$ cat config.mk
export PLATFORM = sky130hd
export DESIGN_NAME = pipe_ctrl_flat
export DESIGN_NICKNAME = d
export VERILOG_FILES = /design/src/rtl/pipe_ctrl_if.sv /design/src/rtl/pipe_ctrl.sv /design/src/flat_wrapper.sv
export SDC_FILE = /design/constraint.sdc
export NUM_CORES = 1
export LEC_CHECK = 0
export CAP_MARGIN = 20
export CORE_MARGIN = 10
export CORE_UTILIZATION = 36
export DETAILED_ROUTE_END_ITERATION = 10
export PLACE_DENSITY = 0.9
export SETUP_SLACK_MARGIN = 0.2
export SYNTH_ARGS = -nofsm -noshare
export SYNTH_HDL_FRONTEND = slang
export SYNTH_SLANG_ARGS = --single-unit
$ cat constraint.sdc
create_clock -name clk -period 2.3 [get_ports clk]
set_input_delay 0.46 -clock clk [delete_from_list [all_inputs] [get_ports clk]]
set_output_delay 0.46 -clock clk [all_outputs]
set_load 0.02 [all_outputs]
$ cat src/rtl/pipe_ctrl_if.sv
// Handshake bundle between the pipeline stages and the stall/flush controller.
// The pipeline side (master) raises requests; the controller (slave) answers with holds, flushes and status.
interface pipe_ctrl_if #(
  parameter int EXCNT_W = 6,
  parameter int PERF_W  = 16
) ();
  logic               stallreq_if;
  logic               stallreq_id;
  logic               ex_start;
  logic [EXCNT_W-1:0] ex_cycles;
  logic               stallreq_mem;
  logic               excp_valid;
  logic [31:0]        excp_handler;
  logic               eret_valid;
  logic [31:0]        epc;
  logic [5:0]         stall;
  logic               flush;
  logic [31:0]        new_pc;
  logic               ex_busy;
  logic               ex_done;
  logic [PERF_W-1:0]  stall_cycles;

  modport master (
    output stallreq_if, stallreq_id, ex_start, ex_cycles, stallreq_mem,
           excp_valid, excp_handler, eret_valid, epc,
    input  stall, flush, new_pc, ex_busy, ex_done, stall_cycles
  );

  modport slave (
    input  stallreq_if, stallreq_id, ex_start, ex_cycles, stallreq_mem,
           excp_valid, excp_handler, eret_valid, epc,
    output stall, flush, new_pc, ex_busy, ex_done, stall_cycles
  );
endinterface

$ cat src/rtl/pipe_ctrl.sv
// Stall/flush controller for the 5-stage core: prioritises hold requests, sequences
// multi-cycle EX operations, redirects on exception/eret and counts stalled cycles.
module pipe_ctrl #(
  parameter int EXCNT_W = 6,
  parameter int PERF_W  = 16
) (
  input logic        clk,
  input logic        rst,
  pipe_ctrl_if.slave bus
);

  typedef enum logic {IDLE = 1'b0, BUSY = 1'b1} state_t;

  localparam logic [5:0] STALL_MEM = 6'b011111;
  localparam logic [5:0] STALL_EX  = 6'b001111;
  localparam logic [5:0] STALL_ID  = 6'b000111;
  localparam logic [5:0] STALL_IF  = 6'b000011;

  state_t             state, state_nxt;
  logic [EXCNT_W-1:0] cnt, cnt_nxt;
  logic [PERF_W-1:0]  perf;
  logic               exstall;
  logic               done_raw;
  logic               flush_req;
  logic [5:0]         stall_c;
  logic               flush_c;
  logic [31:0]        new_pc_c;
  logic               done_c;

  assign flush_req = bus.excp_valid | bus.eret_valid;

  // cnt holds the stall cycles still owed by the op in flight, including the current one
  always_comb begin
    state_nxt = state;
    cnt_nxt   = cnt;
    exstall   = 1'b0;
    done_raw  = 1'b0;
    case (state)
      IDLE: begin
        if (bus.ex_start) begin
          if (bus.ex_cycles >= EXCNT_W'(2)) begin
            exstall   = 1'b1;
            state_nxt = BUSY;
            cnt_nxt   = bus.ex_cycles - EXCNT_W'(1);
          end else if (bus.ex_cycles == EXCNT_W'(1)) begin
            exstall  = 1'b1;
            done_raw = 1'b1;
          end
        end
      end
      BUSY: begin
        exstall  = 1'b1;
        done_raw = (cnt == EXCNT_W'(1));
        cnt_nxt  = cnt - EXCNT_W'(1);
        if (done_raw) state_nxt = IDLE;
      end
      default: state_nxt = IDLE;
    endcase
    if (flush_req) begin
      state_nxt = IDLE;
      cnt_nxt   = '0;
    end
  end

  always_comb begin
    stall_c  = '0;
    flush_c  = 1'b0;
    new_pc_c = '0;
    done_c   = 1'b0;
    if (!rst) begin
      if (flush_req) begin
        flush_c  = 1'b1;
        new_pc_c = bus.excp_valid ? bus.excp_handler : bus.epc;
      end else begin
        done_c = done_raw;
        if (bus.stallreq_mem)     stall_c = STALL_MEM;
        else if (exstall)         stall_c = STALL_EX;
        else if (bus.stallreq_id) stall_c = STALL_ID;
        else if (bus.stallreq_if) stall_c = STALL_IF;
      end
    end
  end

  always_ff @(posedge clk) begin
    if (rst) begin
      state <= IDLE;
      cnt   <= '0;
      perf  <= '0;
    end else begin
      state <= state_nxt;
      cnt   <= cnt_nxt;
      if (stall_c[0] && (perf != '1)) perf <= perf + PERF_W'(1);
    end
  end

  assign bus.stall        = stall_c;
  assign bus.flush        = flush_c;
  assign bus.new_pc       = new_pc_c;
  assign bus.ex_done      = done_c;
  assign bus.ex_busy      = !rst && (state == BUSY);
  assign bus.stall_cycles = perf;

endmodule

$ cat src/flat_wrapper.sv
// flat-port wrapper written by rule: the top's interface ports become plain ports
module pipe_ctrl_flat 
#(
  parameter int EXCNT_W = 6,
  parameter int PERF_W  = 16
)
  (clk, rst, bus_stallreq_if, bus_stallreq_id, bus_ex_start, bus_ex_cycles, bus_stallreq_mem, bus_excp_valid, bus_excp_handler, bus_eret_valid, bus_epc, bus_stall, bus_flush, bus_new_pc, bus_ex_busy, bus_ex_done, bus_stall_cycles);
  pipe_ctrl_if #(.EXCNT_W(EXCNT_W), .PERF_W(PERF_W)) bus_i ();
  input logic clk;
  input logic rst;
  input wire logic [$bits(bus_i.stallreq_if)-1:0] bus_stallreq_if;
  input wire logic [$bits(bus_i.stallreq_id)-1:0] bus_stallreq_id;
  input wire logic [$bits(bus_i.ex_start)-1:0] bus_ex_start;
  input wire logic [$bits(bus_i.ex_cycles)-1:0] bus_ex_cycles;
  input wire logic [$bits(bus_i.stallreq_mem)-1:0] bus_stallreq_mem;
  input wire logic [$bits(bus_i.excp_valid)-1:0] bus_excp_valid;
  input wire logic [$bits(bus_i.excp_handler)-1:0] bus_excp_handler;
  input wire logic [$bits(bus_i.eret_valid)-1:0] bus_eret_valid;
  input wire logic [$bits(bus_i.epc)-1:0] bus_epc;
  output wire logic [$bits(bus_i.stall)-1:0] bus_stall;
  output wire logic [$bits(bus_i.flush)-1:0] bus_flush;
  output wire logic [$bits(bus_i.new_pc)-1:0] bus_new_pc;
  output wire logic [$bits(bus_i.ex_busy)-1:0] bus_ex_busy;
  output wire logic [$bits(bus_i.ex_done)-1:0] bus_ex_done;
  output wire logic [$bits(bus_i.stall_cycles)-1:0] bus_stall_cycles;
  assign bus_i.stallreq_if = bus_stallreq_if;
  assign bus_i.stallreq_id = bus_stallreq_id;
  assign bus_i.ex_start = bus_ex_start;
  assign bus_i.ex_cycles = bus_ex_cycles;
  assign bus_i.stallreq_mem = bus_stallreq_mem;
  assign bus_i.excp_valid = bus_excp_valid;
  assign bus_i.excp_handler = bus_excp_handler;
  assign bus_i.eret_valid = bus_eret_valid;
  assign bus_i.epc = bus_epc;
  assign bus_stall = bus_i.stall;
  assign bus_flush = bus_i.flush;
  assign bus_new_pc = bus_i.new_pc;
  assign bus_ex_busy = bus_i.ex_busy;
  assign bus_ex_done = bus_i.ex_done;
  assign bus_stall_cycles = bus_i.stall_cycles;
  pipe_ctrl #(.EXCNT_W(EXCNT_W), .PERF_W(PERF_W)) u_core (.clk(clk), .rst(rst), .bus(bus_i));
endmodule
==> flow_metrics.py <==
metrics = {
    "yosys": {
        "avgSynthCellArea_um2": 7.74,
        "synth_area_leaders": "dfxtp_1 (24%), mux2i_1 (18%), nor2_1 (9.9%)",
        "ys_seq_area_frac": 0.237,
        "synth_edf_count": 0,
        "yosys.area.top_type": "dfxtp_1",
        "synthesis.nets": 335,
        "synth_cells": 251,
        "syn_area_mm2": 0.00194,
        "ys.flop_type": "dfxtp_1",
        "async_flop_share": 0,
        "yosys_warnings": 0,
        "synth.distinct_cells": 48,
        "postSynthRegisterBits": 23,
        "yosysTopAreaCellShare": 0.237,
    },
    "global_routing": {
        "met1_usage": 0.181,
        "met2_usage": 0.350,
        "grt_antenna_before_repair": 0,
        "busiest_layer": "met2",
        "grt_max_degree": 22,
        "met3_usage": 0.0991,
        "grt_pass1_vias": 2721,
        "track_usage": 0.189,
        "grt-ovfl-total": 0,
        "grt_pass1_wl_um": 13600,
    },
    "sta": {
        "fmax_mhz": 483,
        "layout_min_cycle_time_ps": 2070,
        "rsz0062_at_grt": "yes",
        "slew_viol_final": 0,
        "period_share": 0.899,
        "fin_skew_ps": 2.51,
        "finalHoldViolCount": 0,
        "setup-violations-final": 0,
    },
    "floorplan": {
        "core_mm2": 0.00517,
        "die_area_mm2": 0.00873,
        "rows": 26,
        "die_height_um": 93.4,
        "pin_count": 135,
        "initial_core_util": 0.375,
        "die_w_um": 93.4,
    },
    "power_and_ir_drop": {
        "powerDensity_mw_per_mm2": 308,
        "power_mw": 1.16,
        "netSwitchingFraction": 0.309,
        "pwr-share-comb": 0.430,
        "vdd_drop_max_v": 0.000237,
        "seqPwrFrac": 0.352,
        "p_int_mw": 0.800,
        "pwr-share-clk": 0.218,
        "p_switching_mw": 0.358,
        "power.leakage_nw": 1.60,
    },
    "clocking": {
        "cts_made_buffers": 3,
        "clkTransAtPathRegs_ps": 80,
        "insertion_delay_ps": 260,
        "cts_root_buf": "clkbuf_8",
        "numClockSinks": 23,
        "htreeDepth": 1,
        "cts_tree": "yes",
        "max-clock-path-buffers": 2,
    },
    "drt": {
        "dr.pass1.iters": 6,
        "drt_iter0_markers": 78,
        "avgViaCountPerCell": 5.25,
        "ant_nets": 0,
        "vias": 2557,
        "drc": 0,
        "post_drt_wl_per_cell_um": 17.6,
        "wl_um": 8590,
    },
    "layout": {
        "fin_nets": 502,
        "final_cell_mix": "clkdlybuf4s50_1 (80), nor2_1 (50), buf_4 (36)",
        "postLayoutCoreUtil": 0.728,
        "finish.instance_area_mm2": 0.00376,
        "fin_cells": 487,
        "n_antenna_cell": 0,
        "drive_gt1_frac": 0.242,
        "final_common_cell": "clkdlybuf4s50_1",
        "synthToLayoutAreaGrowth_pct": 93.8,
    },
    "hold_path": {
        "holdCritPathClass": "flop to flop",
        "min_to": "u_core.cnt[5]",
        "holdCritStartpoint": "u_core.cnt[5]",
        "holdPathStages": 2,
    },
    "worst_setup_path": {
        "required_ps": 1840,
        "crit_chain": "or3_1 -> nor3_2 -> nand2_1 -> a21oi_2 -> buf_6",
        "r2r-start": "u_core.bus.stall_cycles[2]",
        "r2r_slack_ps": 370,
        "end_kind": "output port",
        "worstSetupStartpointType": "flop",
        "timing.rr.end": "u_core.bus.stall_cycles[3]",
        "critical_path_arrival_ps": 1610,
        "cp.depth": 5,
        "critPathMaxStageDelay_ps": 410,
        "cp_max_fo": 2,
        "cpMaxStageDelayCell": "or3_1",
        "path_delay_family": "simple AND/OR/NAND/NOR gates",
        "worst-setup-path-type": "flop to output port",
        "worstRegToRegCells": 7,
        "path_buf_inv": 1,
    },
    "placement": {
        "io_buffers": 133,
        "place_inst": 475,
        "routabilityCongestion": 0.882,
        "placed_area_mm2": 0.00358,
        "place_hpwl_um": 6930,
    },
    "run_status": {
        "outcome": "finished, final reports clean",
    },
    "job": {
        "drv_cap": 0,
    },
}
## cell usage after synthesis, drive strengths merged (3+ instances only)
library cell,count
o21ai,14
clkbuf,8
or3,8
a31oi,4
nand2,14
a311oi,3
ha,6
a21oi,11
and3,3
dfxtp,23
nand3,5
nand4,5
mux2i,34
xnor2,4
inv,12
buf,5
o31ai,4
nor3,10
nor2,51
o211ai,5
## flip-flops by register name (all words and copies together) (netlist names)
name                     flops
u_core.cnt                   6
u_core.bus.stall_cycles     16
u_core.state                 1
## worst max-delay path by stage
stage,start,endpoint
floorplan,bus_ex_cycles[0],bus_stall[1]
global placement,bus_ex_cycles[1],bus_stall[1]
detailed placement,bus_ex_cycles[1],bus_stall[3]
CTS,u_core.state,bus_stall[3]
global route,u_core.cnt[2],bus_ex_done
finish,u_core.cnt[2],bus_ex_done
## metrics by stage
step           TNS (ps)  setup WS (ps)  hold WS (ps)
5_1_grt               0            153           502
4_1_cts               0            205           475
3_5_place_dp     -14410           -686           465
2_1_floorplan         0            222           444
6_report              0            232           483
3_3_place_gp     -12960           -631           454
## kinds of logic after synthesis
kind of cell,after synthesis,synth area share
other,1,0.00193
adder cells (fa/ha/maj),6,0.0387
multiplexers,34,0.175
flip-flops,23,0.237
AND/OR/NAND/NOR,106,0.271
buffers and inverters,25,0.0619
XOR/XNOR,5,0.0226
AO/OA/AOI/OAI,51,0.192
## worst min-delay path, cell delays in order, from the launching register on
cell       delay, ps
dfxtp_1          320
o21ai_0           70
o2bb2ai_1         50
## final cells by class
type / count / area [µm²]
clock inverter: 1 / 5.00
clock buffer: 3 / 41.3
tap: 70 / 87.6
sequential: 23 / 462
multi-input combinational: 203 / 1440
timing repair buffer: 175 / 1680
fill: 388 / 1410
inverter: 12 / 45.0
## power groups by stage
| stage | Clock, mW | Combinational, mW | Sequential (mW) |
|---|---|---|---|
| 2_1_floorplan | 0 | 0.195 | 0.417 |
| 3_3_place_gp | 0 | 0.479 | 0.416 |
| 3_5_place_dp | 0 | 0.490 | 0.416 |
| 5_1_grt | 0.272 | 0.533 | 0.408 |
| 6_report | 0.253 | 0.498 | 0.407 |
| 4_1_cts | 0.257 | 0.486 | 0.407 |
## timing repair
item | CTS | global route
endpoints found under the hold margin | 0 | 0
gates cloned | 1 | 1
gates resized for setup | 125 | 24
setup buffers | 5 | 1
endpoints found under the setup margin | 54 | 18
pin swaps | 11 | 7
hold buffers | 0 | 0
## routing by layer
metal | vias to the layer above | wire, µm
met5 | - | 0
met4 | 0 | 105
met3 | 10 | 1060
met2 | 123 | 4490
met1 | 1185 | 2940
li1 | 1239 | -
No activity file was read; power rests on OpenSTA's default activity.
